## src/rtl/alu_word_sequencer.sv

```systemverilog
// Word-wide ALU sequencer: drives one W-bit combinational slice over N cycles,
// chaining carry/shift bits and returning the word result with flags.
package definitions;
  typedef enum logic [2:0] {ADD = 3'd0, LSH = 3'd1, BSH = 3'd2, XOR = 3'd3, AND = 3'd4} op_mne;
endpackage

// state | meaning
// IDLE  | waiting for a request
// EXEC  | slice i issued with the request opcode
// FIX   | slice ADD had an incoming carry; add 1 to the stored partial sum
// RESP  | word response presented until taken
module alu_word_sequencer #(
  parameter int W = 8,
  parameter int N = 2
) (
  input  logic             Clk,
  input  logic             Reset,
  input  logic             req_valid,
  output logic             req_ready,
  input  logic [2:0]       req_op,
  input  logic [W*N-1:0]   req_a,
  input  logic [W*N-1:0]   req_b,
  input  logic             req_cin,
  output logic [W-1:0]     alu_a,
  output logic [W-1:0]     alu_b,
  output logic [2:0]       alu_op,
  output logic             alu_sc_in,
  input  logic [W-1:0]     alu_out,
  input  logic             alu_sc_out,
  input  logic             alu_zero,
  input  logic             alu_pf,
  output logic             rsp_valid,
  input  logic             rsp_ready,
  output logic [W*N-1:0]   rsp_result,
  output logic             rsp_carry,
  output logic             rsp_zero,
  output logic             rsp_parity
);
  import definitions::*;

  localparam int IW = (N > 1) ? $clog2(N) : 1;

  localparam logic [1:0] S_IDLE = 2'd0;
  localparam logic [1:0] S_EXEC = 2'd1;
  localparam logic [1:0] S_FIX  = 2'd2;
  localparam logic [1:0] S_RESP = 2'd3;

  logic [1:0]     state;
  logic [IW-1:0]  idx;
  logic [2:0]     op_r;
  logic [W*N-1:0] a_r, b_r, result;
  logic [W-1:0]   sum;
  logic           c, c1, zacc, pacc;

  logic           fin, last, fix_needed, carry_op;
  logic           c_next, zacc_next, pacc_next;
  logic [W*N-1:0] res_next;

  assign req_ready  = (state == S_IDLE);
  assign rsp_valid  = (state == S_RESP);
  assign last       = (idx == IW'(N - 1));
  assign fix_needed = (op_r == ADD) && c;
  assign carry_op   = (op_r == ADD) || (op_r == LSH) || (op_r == BSH);

  // Slice drive is decoded from registered state only.
  always_comb begin
    alu_a     = '0;
    alu_b     = '0;
    alu_op    = '0;
    alu_sc_in = 1'b0;
    case (state)
      S_EXEC: begin
        alu_a     = a_r[idx*W +: W];
        alu_b     = b_r[idx*W +: W];
        alu_op    = (op_r == BSH) ? LSH : op_r;
        alu_sc_in = c;
      end
      S_FIX: begin
        alu_a  = sum;
        alu_b  = W'(1);
        alu_op = ADD;
      end
      default: ;
    endcase
  end

  always_comb begin
    fin       = 1'b0;
    c_next    = c;
    res_next  = result;
    res_next[idx*W +: W] = alu_out;
    zacc_next = zacc & alu_zero;
    pacc_next = pacc ^ alu_pf;
    if (state == S_EXEC && !fix_needed) begin
      fin    = 1'b1;
      c_next = carry_op ? alu_sc_out : 1'b0;
    end else if (state == S_FIX) begin
      fin    = 1'b1;
      c_next = c1 | alu_sc_out;
    end
  end

  always_ff @(posedge Clk) begin
    if (Reset) begin
      state      <= S_IDLE;
      idx        <= '0;
      op_r       <= '0;
      a_r        <= '0;
      b_r        <= '0;
      result     <= '0;
      sum        <= '0;
      c          <= 1'b0;
      c1         <= 1'b0;
      zacc       <= 1'b0;
      pacc       <= 1'b0;
      rsp_result <= '0;
      rsp_carry  <= 1'b0;
      rsp_zero   <= 1'b0;
      rsp_parity <= 1'b0;
    end else begin
      case (state)
        S_IDLE: if (req_valid) begin
          op_r  <= req_op;
          a_r   <= req_a;
          b_r   <= req_b;
          idx   <= '0;
          zacc  <= 1'b1;
          pacc  <= 1'b0;
          state <= S_EXEC;
          case (req_op)
            ADD, LSH: c <= req_cin;
            BSH:      c <= req_a[W*N-1];
            default:  c <= 1'b0;
          endcase
        end
        S_EXEC: if (fix_needed) begin
          sum   <= alu_out;
          c1    <= alu_sc_out;
          state <= S_FIX;
        end
        S_FIX: ;
        S_RESP: if (rsp_ready) state <= S_IDLE;
        default: state <= S_IDLE;
      endcase

      if (fin) begin
        result <= res_next;
        zacc   <= zacc_next;
        pacc   <= pacc_next;
        c      <= c_next;
        if (last) begin
          state      <= S_RESP;
          rsp_result <= res_next;
          rsp_carry  <= c_next;
          rsp_zero   <= zacc_next;
          rsp_parity <= pacc_next;
        end else begin
          idx   <= idx + IW'(1);
          state <= S_EXEC;
        end
      end
    end
  end
endmodule

```

## config.mk

```make
export PLATFORM = sky130hd
export DESIGN_NAME = alu_word_sequencer
export DESIGN_NICKNAME = d
export VERILOG_FILES = /design/src/rtl/alu_word_sequencer.sv
export SDC_FILE = /design/constraint.sdc
export NUM_CORES = 1
export LEC_CHECK = 0
export ABC_AREA = 1
export BUFFER_PORTS_ARGS = -buffer_cell sky130_fd_sc_hd__buf_2
export CELL_PAD_IN_SITES_DETAIL_PLACEMENT = 1
export CELL_PAD_IN_SITES_GLOBAL_PLACEMENT = 2
export CORE_UTILIZATION = 29
export CTS_BUF_LIST = sky130_fd_sc_hd__clkbuf_8
export DETAILED_ROUTE_END_ITERATION = 12
export GPL_TIMING_DRIVEN = 0
export PLACE_DENSITY = 0.81
export REMOVE_ABC_BUFFERS = 1
export SLEW_MARGIN = 40
export SYNTH_ARGS = -nofsm -noshare
export SYNTH_HDL_FRONTEND = slang
export SYNTH_SLANG_ARGS = --single-unit
```

## constraint.sdc

```tcl
create_clock -name Clk -period 1.6 [get_ports Clk]
set_input_delay 0.16 -clock Clk [delete_from_list [all_inputs] [get_ports Clk]]
set_output_delay 0.16 -clock Clk [all_outputs]
set_load 0.01 [all_outputs]
```

# Word level (Yosys, flattened, before mapping)
# Cells that the tools add are included.
# word_totals
register_bits	85
input_bits	51
elab_cells	82
output_inout_bits	41
# op_classes
add_sub_neg	2
reduce_logical	17
n_eq_ne	10
n_bitwise	3
n_shift	4
mux	31
# op_table
op	count
4-bit negator with 34-bit output	1
8-bit by 34-bit variable shift with 16-bit output, first input constant	1
8-bit by 34-bit indexed part select with 16-bit output	1
8-bit one-hot mux with 2 select lines	2
16-bit by 5-bit indexed part select with 8-bit output	2
1-bit two-way mux	19
16-bit bitwise mux	1
2-bit two-way mux	5
2-bit AND reduction	4
3-bit by 1-bit == test with 1-bit output, second input constant	2
3-bit by 2-bit == test with 1-bit output, second input constant	2
3-bit zero test	2
3-bit two-way mux	2
2-bit one-hot mux with 3 select lines	1
2-bit == test, second input constant	2
4-bit AND reduction	1
2-bit nonzero test	2
4-bit nonzero test	1
3-bit by 1-bit inequality test with 1-bit output, second input constant	1
3-bit by 2-bit inequality test with 1-bit output, second input constant	1
3-bit inequality test, second input constant	1
2-bit by 1-bit == test with 1-bit output, second input constant	1
1-bit logical AND	2
2-bit zero test	1
other kinds (8)	9

# Logic depth before layout (Yosys ltp)
# logic_depth
ltp_word	7
ltp_mapped	10
ltp_nobuf	10

# Least setup slack after synthesis
# Ideal clock, no wire load.
# synth_path
path_kind	flip-flop to flip-flop
startpoint	register state[0]
endpoint	register a_r[10]
period_less_slack_ns	1.483
setup_slack_ns	0.117
stages_incl_launch_ff	9
path_buffers	2
arrival_ns	1.367
path_cell_list	dfxtp_1 -> inv_1 -> ha_1 -> nand2_1 -> inv_1 -> buf_2 -> buf_2 -> nor2_1 -> nor2_1
# synth_between
elab_chain_cells	2
# synth_lines
element	line	source
start: declaration	48	logic [1:0] state;
start signal: assignment	105	state <= S_IDLE;
start signal: assignment	129	state <= S_EXEC;
start signal: assignment	139	state <= S_FIX;
2-bit zero test	n/a	
net req_ready	19	output logic req_ready,
2-bit AND reduction (no line)	n/a	
end signal: assignment	124	a_r <= req_a;
end: declaration	51	logic [W*N-1:0] a_r, b_r, result;
# The timed path passes the listed nets, and every way through them passes these cells.
# A chain may end at the register's enable or synchronous reset.

# Final worst setup path
# layout_path
startpoint	register state[1]
endpoint	output port alu_a[6]
# layout_between
elab_chain_cells	2
elab_cells_between_ends	3
# layout_lines
element	line	source
2-bit == test / 2-bit by 1-bit == test with 1-bit output (equally long branches)	71	case (state)
8-bit one-hot mux with 2 select lines (*)	71	
end: declaration	24	output logic [W-1:0] alu_a,
# Mark *: on every way between the ends. The rest lies on a longest branch, timed or not.

==> metrics.csv <==
stage;metric;value;unit
grt;grt_first_pass_wirelength;16800;um
detailed_routing;wl;11300;um
power;total_power;6.64;mW
die;num_rows;38;
timing;max_slew.worst_pin.slew;579;ps
min_path;timing.hold.worst.class;in2reg;
cts;cts_max_level;3;
cts;tritoncts;built;
worst_setup_path;critPathSlowestCell;sky130_fd_sc_hd__dfxtp_4;
yosys;flip_flop_and_latch_count_after_synthesis;77;
placed_design;port_buffers;91;
cts;clock_sinks;77;
detailed_routing;vias;3502;
yosys;yosys_warning_count;0;
detailed_routing;post_detailed_route_drc_marker_count;0;
detailed_routing;postRouteAntennaNets;0;
yosys;synth-seq-area-share;0.458;
timing;finalSetupViolCount;60;
placed_design;dp_worst_setup_slack;-985;ps
layout;final_common_cell;sky130_fd_sc_hd__nor2_1;
detailed_routing;detail_route.iter0.violations;150;
cts;clkTransAtPathRegs;90;ps
worst_setup_path;setup.worst_path.class;reg2out;
yosys;predominant_post_synthesis_flop_cell;sky130_fd_sc_hd__dfxtp_1;
timing;slew_headroom;0.614;
yosys;post_synth.cell_area_avg;6.96;um^2
timing;finalHoldViolations;0;
yosys;ys_types;25;
die;die_height;110;um
worst_setup_path;crit_path_cell_trace;inv_4 -> ha_4 -> clkinvlp_4 -> buf_6 -> nor2_1 -> o21ai_0 -> a21oi_2 -> buf_2;
power;power_density;1360;nW/um^2
yosys;postSynthCellCount;484;
status;violations;setup timing;
worst_setup_path;setup.worst_path.end_class;primary output;
worst_setup_path;worstPathArrival;1690;ps
detailed_routing;wl_per_cell;15.3;um
status;run_status;complete, but fails checks;
die;die_w;110;um
yosys;synth-edff-count;0;
detailed_routing;met1_length;5100;um
placed_design;gpl_congestion;0.756;
power;power.static_leakage;2.16;nW
timing;setup_ws;-255;ps
worst_setup_path;max_stage_delay;380;ps
placed_design;detailedPlacementHpwl;6650;um
power;worst_ir_drop_vdd;479;uV
detailed_routing;drt-vias-per-instance;4.72;
worst_setup_path;required;1440;ps
grt;grt_antenna_before_repair;0;
timing;finalClockSkew;12.3;ps
grt;maximum_number_of_pins_on_one_net_before_global_route_repair;39;
layout;flow.area_growth_from_synthesis;44.6;%
die;area_of_the_placeable_core;11100;um^2
detailed_routing;detailedRoute.firstPassIterationCount;4;
die;initial_core_util;0.304;
grt;grt_pass1_vias;3417;
layout;layout-drive-gt1-share;0.363;
timing;period_share;1.16;
cts;ctsRootBufferMaster;sky130_fd_sc_hd__clkbuf_8;
detailed_routing;dr_wl_met2;5600;um
timing;maxClockFrequency;0.539;GHz
yosys;mappedNetlistArea;3370;um^2
detailed_routing;dr_wl_met3;541;um
timing;grt_setup_unrepaired;yes;
cts;clk-insertion-delay-late;360;ps
timing;slew_violations;0;
cts;clock_tree.buffer_depth;2;
timing;period_needed;1850;ps
grt;grt_remaining_overflow;0;
detailed_routing;highest-signal-layer;met4;
worst_setup_path;worst_setup_path_start_kind;flip-flop;
flow_run;max_cap_violations;0;
yosys;synth_async_sr_flop_share;0;
layout;design.final.nets;651;
cts;numCtsBuffers;9;
worst_setup_path;cp_max_fo;11;
layout;most-common-layout-cells;135 x sky130_fd_sc_hd__nor2_1, 92 x sky130_fd_sc_hd__buf_2, 74 x sky130_fd_sc_hd__dfxtp_1, 69 x sky130_fd_sc_hd__nand2_1, 50 x sky130_fd_sc_hd__o21ai_0;
die;floorplan.io_pins;92;
die;die_area;12000;um^2
grt;grt_util_all_layers;0.185;
timing;hold_ws;47.7;ps
[per-stage QoR]
step / TNS, ps / std cells / utilization / cell area, um^2
6_report: -7420 / 742 / 0.439 / 4870
5_1_grt: -12070 / 741 / 0.439 / 4860
4_1_cts: -9670 / 715 / 0.394 / 4370
3_5_place_dp: -42590 / 686 / 0.348 / 3860
3_3_place_gp: -97080 / 685 / 0.345 / 3820
2_1_floorplan: -19000 / 454 / - / 3190
[path summary, 6_finish.rpt]
path	startpoint	to	slack [ps]	cells after the start
setup / recovery	state[1]$_SDFFE_PP0P_	alu_a[6]	-250	8
hold reg to reg	rsp_result[3]$_SDFFE_PP0P_	rsp_result[3]$_SDFFE_PP0P_	470	2
hold / removal	req_a[13]	a_r[13]$_SDFFE_PP0P_	50	3
setup reg to reg	state[1]$_SDFFE_PP0P_	sum[5]$_SDFFE_PP0P_	-150	8
[layer usage]
metal / global-route usage / up-vias
li1: - / 1771
met1: 0.228 / 1650
met2: 0.315 / 74
met3: 0.0385 / 7
met4: 0.0686 / 0
met5: 0 / -
[worst max-delay path, delay by kind of cell, from the launching register on]
kind | cells | cell delay [ps]
simple gates | 1 | 90
buf+inv | 4 | 440
flops | 1 | 380
fa+ha+maj | 1 | 140
compound gates | 2 | 270
[kinds of logic (layout without fill, tap and decap cells)]
family                   count (synthesis)  count (layout)  share of synthesized area
AO/OA/AOI/OAI                          104             104                      0.158
other                                    0               1                          0
XOR/XNOR                                 1               1                    0.00260
flip-flops                              77              77                      0.458
buffers and inverters                   51             164                     0.0762
adder cells (fa/ha/maj)                  4               4                     0.0149
AND/OR/NAND/NOR                        247             251                      0.291
[layout make-up]
type	count	area, um^2
timing repair buffer	125	828
timing repair inverter	2	22.5
clock inverter	5	58.8
clock buffer	11	151
sequential	77	1550
fill	1393	6210
multi-input combinational	360	1950
antenna	1	2.50
tap	140	175
inverter	21	125
[power breakdown]
part,leakage (nW),internal (mW),total [mW],switching (mW)
clock network,0.102,0.806,1.58,0.777
logic,1.43,1.08,2.62,1.54
registers,0.633,2.22,2.43,0.217
[cell usage after synthesis (all sizes together) (4+ instances only)]
| library cell | instances | area [um^2] |
|---|---|---|
| dfxtp | 77 | 1540 |
| nor3 | 5 | 25.0 |
| buf | 16 | 118 |
| a21oi | 37 | 193 |
| ha | 4 | 50.1 |
| o21ai | 66 | 330 |
| inv | 19 | 76.3 |
| nor2 | 145 | 547 |
| nand2 | 88 | 360 |
| nand3 | 7 | 35.0 |
| clkbuf | 14 | 55.1 |
[registers in the layout, summed over array words and instances, names as in the netlist]
register	flops
op_r	3
c1	1
b_r	16
pacc	1
c	1
rsp_parity	1
idx	1
result	8
zacc	1
rsp_carry	1
a_r	16
rsp_result	16
sum	8
state	2
rsp_zero	1
[repair_timing]
action                     in CTS  in global routing
hold buffers                    0                  0
setup buffers                  12                 21
cloned                          1                  5
pin swaps                      13                 12
setup endpoints to repair      97                 62
gates resized for setup        46                 65
Power figures use the tool's default switching activity.
